### src/rtl/fetch_ctrl.sv
// Fetch sequencing controller: redirect, hold and squash for the IF stage.
// Optional interrupt redirect enabled with `define FETCH_CTRL_IRQ_EN.
module fetch_ctrl #(
  parameter int           N          = 32,
  parameter int           BUBBLES    = 2,
  parameter logic [N-1:0] IRQ_VECTOR = 32'h0000_0010
) (
  input  logic         clk,
  input  logic         reset,
  input  logic [N-1:0] pc,
  input  logic         stall_req,
  input  logic         br_taken,
  input  logic [N-1:0] br_target,
  input  logic         jmp_req,
  input  logic [N-1:0] jmp_target,
  input  logic         irq,
  output logic [N-1:0] jmp_pc,
  output logic         pc_selector,
  output logic         flush,
  output logic         stalled,
  output logic         irq_ack,
  output logic [N-1:0] epc
);

  localparam logic [1:0] RUN      = 2'd0;
  localparam logic [1:0] REDIRECT = 2'd1;
  localparam logic [1:0] SQUASH   = 2'd2;
  localparam logic [1:0] HOLD     = 2'd3;

  logic [1:0]   state, n_state;
  logic [2:0]   cnt, n_cnt;
  logic [N-1:0] n_jmp_pc, n_epc;
  logic         n_sel, n_flush, n_stalled, n_ack;
  logic         irq_hit, redir, take;
  logic [N-1:0] target;

`ifdef FETCH_CTRL_IRQ_EN
  assign irq_hit = irq;
`else
  logic unused;
  assign unused  = irq;
  assign irq_hit = 1'b0;
`endif

  assign redir  = irq_hit | br_taken | jmp_req;
  assign target = irq_hit  ? IRQ_VECTOR :
                  br_taken ? br_target  : jmp_target;
  // Only RUN and HOLD listen to requests; others come from squashed slots
  assign take   = redir & ((state == RUN) | (state == HOLD));

  always_comb begin
    n_state   = state;
    n_cnt     = cnt;
    n_jmp_pc  = jmp_pc;
    n_sel     = pc_selector;
    n_flush   = flush;
    n_stalled = stalled;
    n_ack     = 1'b0;
    n_epc     = epc;
    if (take) begin
      n_state   = REDIRECT;
      n_jmp_pc  = target;
      n_sel     = 1'b1;
      n_flush   = 1'b1;
      n_stalled = 1'b0;
      n_ack     = irq_hit;
      if (irq_hit) n_epc = pc;
    end else begin
      case (state)
        RUN: begin
          if (stall_req) begin
            n_state   = HOLD;
            n_jmp_pc  = pc;
            n_sel     = 1'b1;
            n_stalled = 1'b1;
          end
        end
        HOLD: begin
          if (!stall_req) begin
            n_state   = RUN;
            n_sel     = 1'b0;
            n_stalled = 1'b0;
          end
        end
        REDIRECT: begin
          n_sel = 1'b0;
          if (BUBBLES == 1) begin
            n_state = RUN;
            n_flush = 1'b0;
          end else begin
            n_state = SQUASH;
            n_cnt   = 3'(BUBBLES - 2);
            n_flush = 1'b1;
          end
        end
        SQUASH: begin
          if (cnt == 3'd0) begin
            n_state = RUN;
            n_flush = 1'b0;
          end else begin
            n_cnt = cnt - 3'd1;
          end
        end
        default: begin
          n_state   = RUN;
          n_cnt     = 3'd0;
          n_sel     = 1'b0;
          n_flush   = 1'b0;
          n_stalled = 1'b0;
        end
      endcase
    end
  end

  always_ff @(posedge clk or posedge reset) begin
    if (reset) begin
      state       <= RUN;
      cnt         <= 3'd0;
      jmp_pc      <= '0;
      pc_selector <= 1'b0;
      flush       <= 1'b0;
      stalled     <= 1'b0;
      irq_ack     <= 1'b0;
      epc         <= '0;
    end else begin
      state       <= n_state;
      cnt         <= n_cnt;
      jmp_pc      <= n_jmp_pc;
      pc_selector <= n_sel;
      flush       <= n_flush;
      stalled     <= n_stalled;
      irq_ack     <= n_ack;
      epc         <= n_epc;
    end
  end

endmodule

### config.mk
export PLATFORM = sky130hd
export DESIGN_NAME = fetch_ctrl
export DESIGN_NICKNAME = d
export VERILOG_FILES = /design/src/rtl/fetch_ctrl.sv
export SDC_FILE = /design/constraint.sdc
export NUM_CORES = 1
export LEC_CHECK = 0
export CORE_MARGIN = 1.5
export CORE_UTILIZATION = 36
export DETAILED_ROUTE_END_ITERATION = 8
export PLACE_DENSITY = 0.78
export SYNTH_ARGS = -nofsm -noshare
export SYNTH_HDL_FRONTEND = slang
export SYNTH_SLANG_ARGS = --single-unit
### constraint.sdc
create_clock -name clk -period 2 [get_ports clk]
set_input_delay 0.2 -clock clk [delete_from_list [all_inputs] [get_ports clk]]
set_output_delay 0.2 -clock clk [all_outputs]
set_load 0.05 [all_outputs]
# --- Word level (Yosys, flattened, before mapping) ---
# Cells that the tools add are included.
word_totals:
  ff_bits: 40
  romBits: 0
  latch_bits: 0
  n_memories: 0
  ramBits: 0
  output_inout_bits: 68
  inputBits: 102
op_classes:
  bitwise: 4
  add_sub_neg: 1
  n_eq_ne: 7
  n_mux: 20
  order_cmp: 0
  n_reduce_logical: 14
  shifts: 0
  div_mod_pow: 0
  multipliers: 0
op_table:
  columns: ["op", "count"]
  rows:
  - ["$mux 32", 4]
  - ["$reduce_and 3->1", 4]
  - ["$ne 3x3->1 const B", 3]
  - ["$mux 2", 4]
  - ["$pmux 2 s4", 1]
  - ["$mux 1", 6]
  - ["$pmux 3 s2", 1]
  - ["$reduce_bool 2->1", 3]
  - ["$reduce_bool 3->1", 2]
  - ["$eq 2x2->1 const B", 2]
  - ["$pmux 1 s2", 2]
  - ["$reduce_and 2->1", 2]
  - ["$reduce_bool 4->1", 1]
  - ["$logic_not 3->1", 1]
  - ["$mux 3", 1]
  - ["$pmux 1 s3", 1]
  - ["$sub 3x1->3 const B", 1]
  - ["$eq 2x1->1 const B", 1]
  - ["$logic_not 2->1", 1]
  - ["$ne 2x2->1 const B", 1]
  - ["$or 1x1->1", 2]
  - ["$and 1x1->1", 1]
  - ["$not 1->1", 1]

# --- Logic depth before layout (Yosys ltp) ---
# Gate-level depths: netlist of run 1.
depth:
  depth_word: 5
  ltp_mapped: 7
  ltp_nobuf: 6

# --- Least setup slack after synthesis of run 1 ---
# No wires, ideal clock.
synth_path:
  path_type: "register -> register"
  startpoint: "register state[0]"
  endpoint: "register state[1]"
  slack_ns: 0.346
  synth_period_minus_slack_ns: 1.654
  stages_incl_launch_ff: 6
  setup_time_ns: 0.120
  arrival_time_ns: 1.534
  cell_sequence: "dfrtp_1 -> inv_1 -> ha_1 -> mux2_4 -> or4_1 -> o211a_1"
synth_via:
  elab_chain_len: 5
  word_cells_on_any_way: 12
  cone_classes: "eq/ne (6); mux (2); bitwise (2); reduce/logical (2)"
synth_rtl:
  columns: ["element", "line", "rtl"]
  rows:
  - ["start, declared", "30", "logic [1:0] state, n_state;"]
  - ["start signal, assigned", "126", "state <= n_state;"]
  - ["$eq 2x2->1 or $logic_not 2->1 (tied branches)", "49, 69", null]
  - ["$or 1x1->1", "49", "assign take = redir & ((state == RUN) | (state == HOLD));"]
  - ["$and 1x1->1", "49", null]
  - ["$ne 3x3->1 (no source line)", null, null]
  - ["$reduce_and 3->1 (no source line)", null, null]
# Parallel ways exist; a longest one is shown, timed or not.
# A chain may end at the register's enable or synchronous reset.

# --- Worst setup path after layout of run 1 ---
layout_path:
  startpoint: "register state[0]"
  endpoint: "register jmp_pc[5]"
layout_via:
  elab_chain_len: 5
  word_cells_on_any_way: 8
  cone_classes: "eq/ne (1); mux (1); bitwise (2); reduce/logical (4)"
layout_rtl:
  columns: ["element", "line", "rtl"]
  rows:
  - ["$eq 2x2->1 or $logic_not 2->1 (tied branches)", "49, 69", null]
  - ["$or 1x1->1", "49", null]
  - ["$and 1x1->1", "49", null]
  - ["$reduce_bool 2->1 (no source line)", null, null]
  - ["$reduce_and 2->1 (no source line)", null, null]
  - ["end signal, assigned", "128", "jmp_pc <= n_jmp_pc;"]
  - ["end, declared", "17", "output logic [N-1:0] jmp_pc,"]
# Parallel ways exist; a longest one is shown, timed or not.

==> results of run 1 <==
==> where the power goes <==
| group | total (W) | internal (W) | switching [W] |
|---|---|---|---|
| combinational | 0.00413 | 0.00152 | 0.00261 |
| clock | 0.000501 | 0.000237 | 0.000264 |
| sequential | 0.00143 | 0.00122 | 0.000209 |
==> flip-flops by register name (all words and copies together), names as in the netlist <==
signal / cells
pc_selector: 1
stalled: 1
state: 2
jmp_pc: 32
flush: 1
cnt: 3
==> cell usage in the layout (no fill, tap or decap), types with 2 or more instances in the layout <==
master | Yosys | final
sky130_fd_sc_hd__dfrtp_1 | 40 | 40
sky130_fd_sc_hd__a21oi_1 | 3 | 3
sky130_fd_sc_hd__buf_12 | 0 | 2
sky130_fd_sc_hd__nor2_1 | 2 | 2
sky130_fd_sc_hd__o21ai_0 | 4 | 4
sky130_fd_sc_hd__a31oi_1 | 33 | 33
sky130_fd_sc_hd__o211a_1 | 2 | 2
sky130_fd_sc_hd__ha_1 | 8 | 8
sky130_fd_sc_hd__buf_4 | 33 | 7
sky130_fd_sc_hd__a211oi_1 | 32 | 32
sky130_fd_sc_hd__conb_1 | 1 | 33
sky130_fd_sc_hd__nand2_1 | 67 | 67
sky130_fd_sc_hd__inv_1 | 9 | 8
sky130_fd_sc_hd__clkbuf_8 | 0 | 5
sky130_fd_sc_hd__clkdlybuf4s50_1 | 0 | 134
sky130_fd_sc_hd__nor2b_1 | 34 | 34
==> final cells by class <==
class                   count  share of cell area (%)
repair buffers            144                    36.1
multi-input cells         231                    33.0
flip-flops and latches     40                    25.1
well taps                  96                    3.01
clock buffers               6                    1.82
inverters                   9                   0.847
clock inverters             1                   0.126
==> critical path: stages, from the launching register on <==
cell and delay [ps]:
sky130_fd_sc_hd__dfrtp_1 390, sky130_fd_sc_hd__inv_1 120, sky130_fd_sc_hd__ha_1 370, sky130_fd_sc_hd__o21bai_4 210, sky130_fd_sc_hd__buf_4 230, sky130_fd_sc_hd__a211oi_1 280, sky130_fd_sc_hd__a31oi_1 70
==> cell families (layout without fill, tap and decap cells) <==
family	after synthesis	in the layout	share of synthesized area [%]
and+or+nand+nor	108	108	19.7
buffers and inverters	64	160	14.8
muxes	2	2	0.975
adders and majority gates	8	8	3.90
DFF	40	40	39.0
AOI/OAI and AO/OA	80	80	21.5
other	1	33	0.146
==> per-stage QoR <==
| stage | total power, W | util (%) |
|---|---|---|
| after floorplan | 0.00429 | - |
| after global placement | 0.00553 | 57.2 |
| after detailed placement | 0.00561 | 57.2 |
| after CTS | 0.00614 | 58.4 |
| after global routing | 0.00646 | 58.4 |
| final | 0.00606 | 58.4 |
==> final timing paths <==
| path | startpoint | endpoint | slack (ps) | depth (start not counted) |
|---|---|---|---|---|
| setup / recovery | state[0] | jmp_pc[5] | 170 | 6 |
| hold / removal | reset | jmp_pc[26] | 250 | 2 |
| setup reg to reg | state[0] | jmp_pc[5] | 170 | 6 |
| hold reg to reg | cnt[0] | cnt[0] | 500 | 1 |
| max in group asynchronous | reset | jmp_pc[25] | 1250 | 3 |
| min in group clk | pc[14] | jmp_pc[14] | 460 | 3 |
==> layer usage <==
metal | up-vias | share of wire, % | GRT usage (%)
met1 | 1142 | 43 | 22.2
li1 | 1235 | - | -
met5 | - | 0 | 0
met4 | 0 | 1.2 | 4.04
met2 | 104 | 48 | 32.4
met3 | 9 | 7.7 | 4.55
==> results.md, run 1 <==
Setup path:
- For the worst setup path, the data arrival time is 1980 ps.
- The startpoint type of the worst setup path is a flop.
- The kind of capture point of the worst setup path is a flop.
- Of all nets on the critical path, the largest fanout is 30.
- The type of the worst setup path is flop to flop.
- At the worst endpoint, the required time is 2150 ps.

Routing:
- The first TritonRoute pass finished after 4 iterations.
- The via count of the routed design is 2490.
- The number of nets still failing antenna checks after routing is 0.
- The total wire length after detailed routing is ~7.0 mm.
- After detailed routing, the average wire length per cell comes to 13.3 um.
- In the routed layout, each cell is associated on average with a via count of around 4.7.
- After the first detailed-routing iteration, the DRC count stood at 67.
- The remaining design rule violation count is 0.

Placement:
- The HPWL reported at the end of detailed placement is 5.26 mm.
- The placed instances occupy a cell area of between 3000 and 4000 sq um.
- The worst setup timing slack at the placement stage is 175 ps.
- The number of cells after detailed placement is 520.
- The count of input and output buffers is about 140.
- At the end of routability-driven placement, the weighted congestion stood at 0.774.

Global route:
- The first-pass GRT wire length is approximately 11 mm.
- The global router's overall resource usage is 18.3%.
- Entering global routing, the biggest net connects 43 pins.
- The remaining global-route overflow is 0.
- The number of antenna violations at the first check in global routing came to 0.
- The via count of the first global-routing pass was 2346.

Clocking:
- The clock reaches the later pin of the worst-skew pair after about 290 ps.
- Clock tree synthesis found a total of 40 sinks.
- The TritonCTS clock tree is yes.
- Counting along the longest clock path gives a buffer depth of 2.
- After clock tree synthesis, the clock-pin slew on the worst setup and hold paths is approximately 80 ps.
- Once the clock tree was built, the setup fixing pass inserted 0 buffers.
- The root buffer cell is sky130_fd_sc_hd__clkbuf_8.
- The number of buffers inserted during clock tree synthesis is 5.
- The post-CTS resize count is 0.
- In this run the number of H-tree levels came out at 2.
- The total of hold buffers inserted after clock tree synthesis is 0.

Die:
- The core region is 6830 sq um.
- Row generation in the floorplan step produced 30 rows.
- The effective utilization at floorplan is 37.6%.
- The floorplan step defined a die boundary enclosing 7640 sq um.
- In this run the vertical extent of the chip is 87.4 um.
- The die extent in x is 87.4 um.
- between 150 and 200 I/O pins were placed.

Job:
- The reported max-cap violation count is 0.

Yosys:
- The number of flip-flops and latches in the synthesized netlist is 40.
- The netlist uses 28 different library cells.
- The dominant synthesized flop cell is sky130_fd_sc_hd__dfrtp_1.
- The cell count after synthesis is about 300.
- After synthesis, the most frequently instantiated cells are 67 x sky130_fd_sc_hd__nand2_1, 40 x sky130_fd_sc_hd__dfrtp_1, 34 x sky130_fd_sc_hd__nor2b_1.
- The count of warnings emitted by yosys is 0.
- A synthesized cell averages 8.47 sq um.
- Yosys attributes the largest share of cell area to sky130_fd_sc_hd__dfrtp_1 39%, sky130_fd_sc_hd__nand2_1 9.8%, sky130_fd_sc_hd__buf_4 9.7%.
- The synthesized design spends more area on one cell type than any other, namely sky130_fd_sc_hd__dfrtp_1.
- The share of synthesized flip-flops with an asynchronous set or reset is 100%.
- The library cell with the highest instance count after synthesis is sky130_fd_sc_hd__nand2_1.
- The number of flops mapped to enable cells by yosys is 0.
- The top cell type by area accounts for 39.0% of the synthesized area.
- The synthesized netlist occupies a cell area of 2570 sq um.
- Sequential cells were found to cover 39.0% of the synthesized design area.

Timing:
- The slew at the pin with the worst max-slew slack is 708 ps.
- Hold timing on the final database bottoms out at a slack of 250 ps.
- After layout, the worst path uses ~90% of the clock period.
- The relative max-transition margin is 52.5%.
- The clock period minus worst slack is 1830 ps.
- On the final layout, the worst clock skew is 9.51 ps.
- The hold violation total from the final report was 0.
- The number of max-slew violations in the final report came to 0.
- Setup repair after global routing left no endpoint under its margin.
- The total negative setup slack is 0 ps.
- The setup violation total in the final timing report is 0.
- The worst path meets setup with ~170 ps of slack.
- The upper clock frequency limit is 0.547 GHz.

Pwr:
- The total power divided by cell area is 1520 nW/um^2.
- The highest ir drop seen on vdd is 0.763 mV.
- The cell leakage power is 1.64 nW.

Cells and area:
- From synthesis to final layout, the design area changed by 55.4%.
- The filler-free cell count of the finished design is between 500 and 600.
- The filler cells instantiated in the layout total roughly 640.
- In the final layout, the multi-input gates occupy 1320 sq um.
- Registers take 1000 sq um.
- Of the cells placed in the final design, the portion with a size suffix greater than 1 is 4.64%.
- The repair_antennas step left the layout with diodes totalling 0.
- After routing the design area is 3990 sq um.
- The post-layout net count is roughly 540.

Outcome:
- The flow ran to the end, and the final reports show no timing, DRC or antenna violations.

Min path:
- The worst hold path belongs to the class input port to asynchronous set/reset pin.
Power figures use the tool's default switching activity.
==> run 2, diff against run 1 <==
Settings changed: TNS_END_PERCENT from default to 20.
==> results of run 2 <==
No change in the layout: final DEF, timing and power equal those of run 1.
==> run 3, diff against run 2 <==
Settings changed: CTS_BUF_LIST from default to sky130_fd_sc_hd__clkbuf_4 sky130_fd_sc_hd__clkbuf_8 sky130_fd_sc_hd__clkbuf_16, GPL_TIMING_DRIVEN from default to 0.
==> results.md, run 3 (same netlist as run 1, synthesis figures left out) <==
Setup path:
- The largest driver fanout on the critical path is 10 (-67%).
- The worst setup path is of the flop to flop kind.
- STA classifies the critical path startpoint as a flop.
- The start point of the critical path is state[1].
- The worst path arrival time is 2030 ps (+50 ps).
- The worst endpoint required time is 2160 ps (about the same).
- In this run the critical register-to-register path is launched from state[1].
- The worst setup path is captured at a flop.

Timing:
- The hold violation total from the final report came to 0 (unchanged).
- The slew at the pin with the worst max-slew slack was 880 ps (+172 ps).
- The upper clock frequency limit is 0.535 GHz (-2.1%).
- The setup skew after layout is 10.3 ps (+0.796 ps).
- The worst-case hold slack was 403 ps (+153 ps).
- Setup repair after global routing could not meet its margin everywhere.
- The setup violation total in the final timing report is 0 (unchanged).
- The post-route clock period utilization is 93.5% (+2.0 points).
- The clock period minus worst slack is 1870 ps (+39.4 ps).
- The relative max-transition margin is 41.2% (-11 points).
- The number of max-slew violations in the final report was 0 (unchanged).
- The post-route worst setup slack came to 131 ps (-39.4 ps).

Cells and area:
- The number of flip-flops under the largest register name is 32 (unchanged).
- The final-layout fill cell count is 624 (-3.0%).
- The largest registers in the layout are jmp_pc: 32 flops, cnt: 3 flops, state: 2 flops.
- Leaving out fill and tap cells, the most frequent cell in the layout is sky130_fd_sc_hd__clkdlybuf4s50_1.
- Leaving out fill and tap cells, the most frequent cells in the layout are 135 x sky130_fd_sc_hd__clkdlybuf4s50_1, 67 x sky130_fd_sc_hd__nand2_1, 39 x sky130_fd_sc_hd__dfrtp_1, 34 x sky130_fd_sc_hd__nor2b_1.
- The antenna diode instance count is 0 (unchanged).
- The post-synthesis to final-layout area growth is 67.3%.
- The area occupied by multi-input gates came to 1330 sq um (+0.67%).
- The post-layout net count is 587 (+8.5%).
- The share of post-route cells with drive strength above 1 is 14.0% (+9.4 points).
- The largest register by flop count is jmp_pc.
- The sequential cell area came to 1000 sq um (+0.12%).

Outcome:
- The flow ran to the end, and the final reports show no timing, DRC or antenna violations.

Routing:
- The number of nets still failing antenna checks after routing was 0 (unchanged).
- The via count normalized by instance count is 4.63 (-1.9%).
- The starting DRC count in detailed routing came to 55 (-18%).
- The total wire length after detailed routing was 7.89 mm (+12%).
- The length of the first detailed-routing pass in iterations is 4 (unchanged).
- The detailed-route wire length per cell is 13.8 um (+3.3%).
- The via count of the routed design is 2660 (+6.8%).
- The remaining design rule violation count is 0 (unchanged).

Clocking:
- The total of hold buffers inserted after clock tree synthesis is 0 (unchanged).
- The TritonCTS clock tree is yes.
- The buffer count from post-CTS setup fixing came to 0 (unchanged).
- The level count of the clock H-tree is 2 (unchanged).
- The post-CTS resize count is 0 (unchanged).
- The clock latency reported for the late side of the worst-skew pair came to 300 ps (about the same).
- The total clock sinks is 40 (unchanged).
- The maximum count of clock buffers along a single path is 2 (unchanged).
- The number of buffers inserted during clock tree synthesis is 5 (unchanged).
- The clock transition time at the flip-flop clock pins of the worst setup and hold paths is 90 ps (about the same).
- The root buffer cell is sky130_fd_sc_hd__clkbuf_8.

Die:
- The effective utilization at floorplan is 37.6% (unchanged).
- The die area is 7640 sq um (unchanged).
- The area of the core came to 6830 sq um (unchanged).
- The die extent in x came to 87.4 um (unchanged).
- The number of core rows is 30 (unchanged).
- The vertical die dimension is 87.4 um (unchanged).
- The I/O pin count is 170 (unchanged).

Global route:
- The via count of the first global-routing pass is 2616 (+12%).
- The largest net degree at the start of global routing is 41 (-4.7%).
- The remaining global-route overflow is 0 (unchanged).
- The first-pass GRT wire length was 12.5 mm (+13%).
- The global router's overall resource usage came to 20.7% (+2.5 points).
- The number of antenna violations at the first check in global routing is 0 (unchanged).

Pwr:
- The cell leakage power is 1.86 nW (+13%).
- The total power divided by cell area is 1480 nW/um^2 (-2.4%).
- The final total power was 0.00637 W (+5.1%).
- The highest ir drop seen on vdd came to 1.08 mV (+41%).

Min path:
- The kind of path behind the tightest hold check is input port to asynchronous set/reset pin.

Job:
- The reported max-cap violation count was 0 (unchanged).

Placement:
- The routability congestion estimate was 0.755 (-2.5%).
- The HPWL reported at the end of detailed placement is 5.95 mm (+13%).
- The count of input and output buffers was 135 (unchanged).
- The worst setup timing slack at the placement stage is 12.7 ps (-162 ps).
==> run 3: metal layers <==
| metal | share of wire, % | vias to the layer above | GRT usage, % |
|---|---|---|---|
| met5 | 0 | - | 0 |
| met4 | 0.99 | 0 | 3.61 |
| met3 | 7.8 | 10 | 5.12 |
| met2 | 50 | 103 | 38.0 |
| met1 | 41 | 1215 | 24.6 |
| li1 | - | 1332 | - |
==> run 3: critical path: stages (launching register included) <==
cell and delay (ps):
sky130_fd_sc_hd__dfrtp_2 440, sky130_fd_sc_hd__inv_1 110, sky130_fd_sc_hd__ha_1 280, sky130_fd_sc_hd__o21bai_1 180
sky130_fd_sc_hd__buf_2 180, sky130_fd_sc_hd__buf_2 200, sky130_fd_sc_hd__a211oi_1 260, sky130_fd_sc_hd__a31oi_1 80
==> run 3: report_power, final <==
group | leakage, nW | internal (W) | switching (W)
registers | 0.464 | 0.00122 | 0.000211
clock network | 0.0586 | 0.000385 | 0.000306
logic | 1.34 | 0.00155 | 0.00270
==> run 3: path summary, 6_finish.rpt <==
kind / slack [ps] / to / cells after the start
worst max-delay path: 130 / jmp_pc[2] / 7
worst min-delay path: 400 / jmp_pc[25] / 2
worst max register to register: 130 / jmp_pc[2] / 7
worst min register to register: 490 / cnt[0] / 1
max in group asynchronous: 980 / state[1] / 2
min in group clk: 450 / jmp_pc[18] / 3
==> run 3: final cells by class <==
type	instances	area share [%]
inverter	9	0.787
buffer	55	8.16
timing repair buffer	135	31.5
clock inverter	2	0.816
sequential	40	23.3
clock buffer	6	1.78
tap	96	2.80
multi-input combinational	231	30.9
==> run 3: stage by stage <==
stage,instances,area (sq um),utilization (%),TNS [ps]
floorplan,335,2690,-,0
global placement,566,4160,60.9,-2780
detailed placement,566,4160,60.9,0
CTS,574,4270,62.5,0
global route,574,4290,62.9,-15.3
finish,574,4290,62.9,0
